===== config.mk =====
export PLATFORM = sky130hd
export DESIGN_NAME = bus_control_logic
export DESIGN_NICKNAME = d
export VERILOG_FILES = /design/src/rtl/bus_control_logic.sv
export SDC_FILE = /design/constraint.sdc
export NUM_CORES = 1
export LEC_CHECK = 0
export CAP_MARGIN = 20
export CORE_MARGIN = 3
export CORE_UTILIZATION = 45
export CTS_CLUSTER_SIZE = 10
export DETAILED_ROUTE_END_ITERATION = 7
export PLACE_DENSITY = 0.68
export SLEW_MARGIN = 10
export SYNTH_ARGS = -nofsm -noshare
export SYNTH_HDL_FRONTEND = slang
export SYNTH_SLANG_ARGS = --single-unit

===== constraint.sdc =====
create_clock -name clk -period 2 [get_ports clk]
set_input_delay 0.4 -clock clk [delete_from_list [all_inputs] [get_ports clk]]
set_output_delay 0.4 -clock clk [all_outputs]
set_load 0.005 [all_outputs]

===== src/rtl/bus_control_logic.sv =====
// 8259A CPU-side bus interface: synchronises CS#/RD#/WR#/A0/D, tracks the
// ICW1..ICW4 initialisation sequence and emits one registered command pulse per write.
module bus_control_logic #(
  parameter int unsigned SYNC_STAGES = 2
) (
  input  logic       clk,
  input  logic       reset_n,
  input  logic       chip_select_n,
  input  logic       read_enable_n,
  input  logic       write_enable_n,
  input  logic       address,
  input  logic [7:0] data_bus_in,
  output logic [7:0] internal_data_bus,
  output logic       ICW_1,
  output logic       ICW_2_4,
  output logic       OCW_1,
  output logic       OCW_2,
  output logic       OCW_3,
  output logic       read,
  output logic       init_done
);

  localparam int unsigned L = SYNC_STAGES - 1;

  typedef enum logic [2:0] {
    UNINIT = 3'd0,
    ICW2   = 3'd1,
    ICW3   = 3'd2,
    ICW4   = 3'd3,
    READY  = 3'd4
  } state_t;

  logic [SYNC_STAGES-1:0]      cs_pipe_q, cs_pipe_d;
  logic [SYNC_STAGES-1:0]      rd_pipe_q, rd_pipe_d;
  logic [SYNC_STAGES-1:0]      wr_pipe_q, wr_pipe_d;
  logic [SYNC_STAGES-1:0]      a0_pipe_q, a0_pipe_d;
  logic [SYNC_STAGES-1:0]      vld_pipe_q, vld_pipe_d;
  logic [SYNC_STAGES-1:0][7:0] data_pipe_q, data_pipe_d;

  logic       wr_act;
  logic       commit;
  logic       prev_act_q, prev_act_d;
  logic       armed_q, armed_d;
  logic       a0_cap_q, a0_cap_d;
  logic [7:0] data_cap_q, data_cap_d;
  logic       sngl_q, sngl_d;
  logic       ic4_q, ic4_d;
  state_t     state_q, state_d;
  logic [7:0] bus_q, bus_d;
  logic       icw1_q, icw1_d;
  logic       icw24_q, icw24_d;
  logic       ocw1_q, ocw1_d;
  logic       ocw2_q, ocw2_d;
  logic       ocw3_q, ocw3_d;
  logic       read_q, read_d;

  always_comb begin
    cs_pipe_d[0]   = chip_select_n;
    rd_pipe_d[0]   = read_enable_n;
    wr_pipe_d[0]   = write_enable_n;
    a0_pipe_d[0]   = address;
    vld_pipe_d[0]  = 1'b1;
    data_pipe_d[0] = data_bus_in;
    for (int unsigned i = 1; i < SYNC_STAGES; i++) begin
      cs_pipe_d[i]   = cs_pipe_q[i-1];
      rd_pipe_d[i]   = rd_pipe_q[i-1];
      wr_pipe_d[i]   = wr_pipe_q[i-1];
      a0_pipe_d[i]   = a0_pipe_q[i-1];
      vld_pipe_d[i]  = vld_pipe_q[i-1];
      data_pipe_d[i] = data_pipe_q[i-1];
    end
  end

  assign wr_act = ~cs_pipe_q[L] & ~wr_pipe_q[L];
  assign commit = prev_act_q & ~wr_act & armed_q;

  // Arming waits until the pipe holds real samples, so a write already
  // active at reset release is not mistaken for idle-then-write.
  always_comb begin
    prev_act_d = wr_act;
    armed_d    = armed_q | (vld_pipe_q[L] & ~wr_act);
    a0_cap_d   = wr_act ? a0_pipe_q[L]   : a0_cap_q;
    data_cap_d = wr_act ? data_pipe_q[L] : data_cap_q;
    read_d     = ~cs_pipe_q[L] & ~rd_pipe_q[L] & wr_pipe_q[L];
  end

  always_comb begin
    state_d = state_q;
    sngl_d  = sngl_q;
    ic4_d   = ic4_q;
    bus_d   = bus_q;
    icw1_d  = 1'b0;
    icw24_d = 1'b0;
    ocw1_d  = 1'b0;
    ocw2_d  = 1'b0;
    ocw3_d  = 1'b0;
    if (commit) begin
      if (!a0_cap_q) begin
        if (data_cap_q[4]) begin
          icw1_d  = 1'b1;
          bus_d   = data_cap_q;
          sngl_d  = data_cap_q[1];
          ic4_d   = data_cap_q[0];
          state_d = ICW2;
        end else if (state_q == READY) begin
          bus_d  = data_cap_q;
          ocw3_d = data_cap_q[3];
          ocw2_d = ~data_cap_q[3];
        end
      end else begin
        case (state_q)
          ICW2: begin
            icw24_d = 1'b1;
            bus_d   = data_cap_q;
            state_d = !sngl_q ? ICW3 : (ic4_q ? ICW4 : READY);
          end
          ICW3: begin
            icw24_d = 1'b1;
            bus_d   = data_cap_q;
            state_d = ic4_q ? ICW4 : READY;
          end
          ICW4: begin
            icw24_d = 1'b1;
            bus_d   = data_cap_q;
            state_d = READY;
          end
          READY: begin
            ocw1_d = 1'b1;
            bus_d  = data_cap_q;
          end
          default: state_d = state_q;
        endcase
      end
    end
  end

  always_ff @(posedge clk or negedge reset_n) begin
    if (!reset_n) begin
      cs_pipe_q   <= '1;
      rd_pipe_q   <= '1;
      wr_pipe_q   <= '1;
      a0_pipe_q   <= '0;
      vld_pipe_q  <= '0;
      data_pipe_q <= '0;
      prev_act_q  <= 1'b0;
      armed_q     <= 1'b0;
      a0_cap_q    <= 1'b0;
      data_cap_q  <= '0;
      sngl_q      <= 1'b0;
      ic4_q       <= 1'b0;
      state_q     <= UNINIT;
      bus_q       <= '0;
      icw1_q      <= 1'b0;
      icw24_q     <= 1'b0;
      ocw1_q      <= 1'b0;
      ocw2_q      <= 1'b0;
      ocw3_q      <= 1'b0;
      read_q      <= 1'b0;
    end else begin
      cs_pipe_q   <= cs_pipe_d;
      rd_pipe_q   <= rd_pipe_d;
      wr_pipe_q   <= wr_pipe_d;
      a0_pipe_q   <= a0_pipe_d;
      vld_pipe_q  <= vld_pipe_d;
      data_pipe_q <= data_pipe_d;
      prev_act_q  <= prev_act_d;
      armed_q     <= armed_d;
      a0_cap_q    <= a0_cap_d;
      data_cap_q  <= data_cap_d;
      sngl_q      <= sngl_d;
      ic4_q       <= ic4_d;
      state_q     <= state_d;
      bus_q       <= bus_d;
      icw1_q      <= icw1_d;
      icw24_q     <= icw24_d;
      ocw1_q      <= ocw1_d;
      ocw2_q      <= ocw2_d;
      ocw3_q      <= ocw3_d;
      read_q      <= read_d;
    end
  end

  assign internal_data_bus = bus_q;
  assign ICW_1             = icw1_q;
  assign ICW_2_4           = icw24_q;
  assign OCW_1             = ocw1_q;
  assign OCW_2             = ocw2_q;
  assign OCW_3             = ocw3_q;
  assign read              = read_q;
  assign init_done         = (state_q == READY);

endmodule


==> results.json, run 1 <==
{
  "insertedDiodeCount": 0,
  "drt-initial-drc-count": 88,
  "setup_viol": 0,
  "die-width_um": 71.4,
  "syn_area_per_cell_um2": 15.5,
  "cts_root_buffer": "clkbuf_8",
  "synth_edf_count": 0,
  "portBuffers": 28,
  "leakage_nw": 1.04,
  "vias": 1086,
  "arrival_ns": 1.52,
  "ys_seq_elements": 56,
  "ys_types": 31,
  "cts_max_path_buffers": 2,
  "routed_via_density": 5.10,
  "die_h_um": 71.4,
  "cts_buffers": 5,
  "fin_crit_ns": 1.92,
  "path_buf_inv": 2,
  "ys_seq_area_share_pct": 73.2,
  "drv_cap": 0,
  "fmax_mhz": 521,
  "antenna_found_initial": 0,
  "crit_required_ns": 1.60,
  "finalNonFillerCells": 213,
  "endpoint_kind": "output pin",
  "grt.busiest_layer": "met2",
  "ys_async_sr_fraction_pct": 100,
  "r2r_cells": 4,
  "min_path_type": "register to register",
  "netlist_instances": 124,
  "path_cells": "nor2_2 -> nand2_2 -> inv_1 -> clkdlybuf4s50_1",
  "wl_per_cell_um": 14.1,
  "crit_type": "register to output pin",
  "dpl.hpwl_mm": 2.14,
  "dieArea_um2": 5100,
  "crit_end": "init_done",
  "min_from": "vld_pipe_q[0]$_DFF_PN0_",
  "rows": 23,
  "start_util_pct": 47.5,
  "worstReg2RegEnd": "internal_data_bus[7]$_DFFE_PN0P_",
  "syn_area_um2": 1930,
  "crit_path_start": "state_q[1]$_DFFE_PN0P_",
  "grt_pass1_wl_mm": 5.15,
  "clock_skew_ns": 0.00505,
  "max_stage_delay_ns": 0.49,
  "worst_pin_slew_ns": 0.565,
  "slowest_stage": "clkdlybuf4s50_1",
  "wl_mm": 3.00,
  "antenna_left": 0,
  "peakVddDrop_mv": 0.548,
  "pin_count": 29,
  "r2r_slack_ns": 0.33,
  "grt_use_met3_pct": 4.63,
  "path_depth": 4,
  "layout-drive-gt1-share_pct": 26.4,
  "htreeDepth": 2,
  "fin_nets": 176,
  "drt-pass1-iter-count": 4,
  "place_inst": 203,
  "slew_viol_final": 0,
  "clkLatencyLatePin_ns": 0.30,
  "fin_crit_sh_pct": 95.9,
  "use_met1_pct": 15.5,
  "cp_top_family": "buffers and inverters",
  "cts_tree": "done",
  "powerDensity_nw_per_um2": 1120,
  "finalHoldViolations": 0,
  "cp_max_fo": 5,
  "grt_setup_unrepaired": "no",
  "r2r_start": "state_q[2]$_DFFE_PN0P_",
  "first_global_vias": 1141,
  "remaining_drc_errors": 0,
  "clk_pin_slew_ns": 0.09,
  "ys.flop_type": "dfrtp_1",
  "synth_fp_nets": 138,
  "slew_headroom_pct": 62.3,
  "tns_ns": 0,
  "start_kind": "register",
  "groute.usage.overall_pct": 13.3,
  "status": "finished, final reports clean",
  "ys_warn_count": 0,
  "use_met2_pct": 22.2,
  "grt.overflow.total": 0,
  "gp_congestion": 0.890,
  "cts_sinks": 56,
  "area_growth_pct": 24.9,
  "fp.coreArea_um2": 4060,
  "grt_max_degree": 27
}
==> worst min path at each step <==
stage	slack, ns	endpoint	depth (start not counted)
CTS	0.36	rd_pipe_q[1]$_DFF_PN1_	0
finish	0.35	vld_pipe_q[1]$_DFF_PN0_	0
global placement	0.32	internal_data_bus[4]$_DFFE_PN0P_	1
floorplan	0.10	ICW_1$_DFF_PN0_	0
detailed placement	0.33	internal_data_bus[4]$_DFFE_PN0P_	1
global route	0.36	rd_pipe_q[1]$_DFF_PN1_	0
==> power breakdown <==
part | total, mW | internal [mW] | leakage, nW | switching (mW)
registers | 1.44 | 1.31 | 0.667 | 0.131
logic | 0.643 | 0.389 | 0.334 | 0.254
clock network | 0.613 | 0.282 | 0.0445 | 0.331
==> flip-flops by register name, summed over array words and instances, names as in the netlist <==
register / cells
ICW_1: 1
ICW_2_4: 1
OCW_1: 1
OCW_2: 1
OCW_3: 1
a0_cap_q: 1
a0_pipe_q: 2
armed_q: 1
cs_pipe_q: 2
data_cap_q: 8
data_pipe_d: 8
data_pipe_q: 8
ic4_q: 1
internal_data_bus: 8
prev_act_q: 1
rd_pipe_q: 2
read: 1
sngl_q: 1
state_q: 3
vld_pipe_q: 2
wr_pipe_q: 2
==> placed cells by master (no fill, tap or decap), types with 3 or more instances in the layout <==
| cell | instances |
|---|---|
| a21oi_1 | 3 |
| dfstp_2 | 6 |
| o22ai_1 | 4 |
| mux2_2 | 17 |
| dfrtp_1 | 49 |
| nand2_1 | 4 |
| inv_1 | 4 |
| clkdlybuf4s50_1 | 27 |
| clkbuf_8 | 6 |
| nor2_1 | 6 |
| nand2b_1 | 3 |
==> cells by family after synthesis <==
kind of cell	Yosys count	synth area share (%)
flops	56	73.2
buf+inv	5	0.974
other cells	1	0.195
mux	18	10.5
simple gates	26	7.15
compound gates	18	8.06
==> through the flow <==
step                      total power, mW  util, %  cell area (um^2)  setup slack [ns]  hold slack [ns]
after CTS                            2.72     59.1              2400            0.0158            0.360
after global routing                 2.86     59.3              2400           0.00271            0.363
after detailed placement             2.08     56.4              2290             0.327            0.331
final                                2.70     59.3              2400            0.0823            0.354
after floorplan                      1.77        -              1930             0.530            0.104
after global placement               2.04     56.4              2290             0.358            0.321
==> synth_stat cells, types with 2 or more instances <==
cell type   n  area share, %
dfrtp_1    50             65
nand2_1     5           0.97
a21oi_1     3           0.78
inv_1       4           0.78
a31oi_1     2           0.65
o21ai_0     2           0.52
mux2_2     17            9.9
nor2b_1     2           0.65
nor2_1      7            1.4
o22ai_1     4            1.3
dfstp_2     6            8.2
nand2b_1    3           0.97
==> final cells by class <==
| class | instances | area (um^2) |
|---|---|---|
| fill | 302 | 1650 |
| sequential | 56 | 1410 |
| multi-input combinational | 63 | 503 |
| timing repair buffer | 32 | 320 |
| clock buffer | 7 | 86.3 |
| tap | 50 | 62.6 |
| inverter | 4 | 15.0 |
| clock inverter | 1 | 7.51 |
==> metal layers <==
| layer | wire length, um | up-vias |
|---|---|---|
| li1 | - | 498 |
| met1 | 1230 | 549 |
| met2 | 1540 | 32 |
| met3 | 162 | 7 |
| met4 | 63 | 0 |
| met5 | 0 | - |
==> what timing repair did <==
action	4_1_cts	5_1_grt
setup endpoints to repair	1	1
hold buffers	1	0
setup buffers	1	0
endpoints found under the hold margin	7	0
resized for setup	0	3
Power figures use the tool's default switching activity.
==> run 2, diff against run 1 <==
- ABC_CLOCK_PERIOD_IN_PS: default -> 2000
==> results of run 2 <==
Final layout, timing and power as in run 1 (identical DEF).
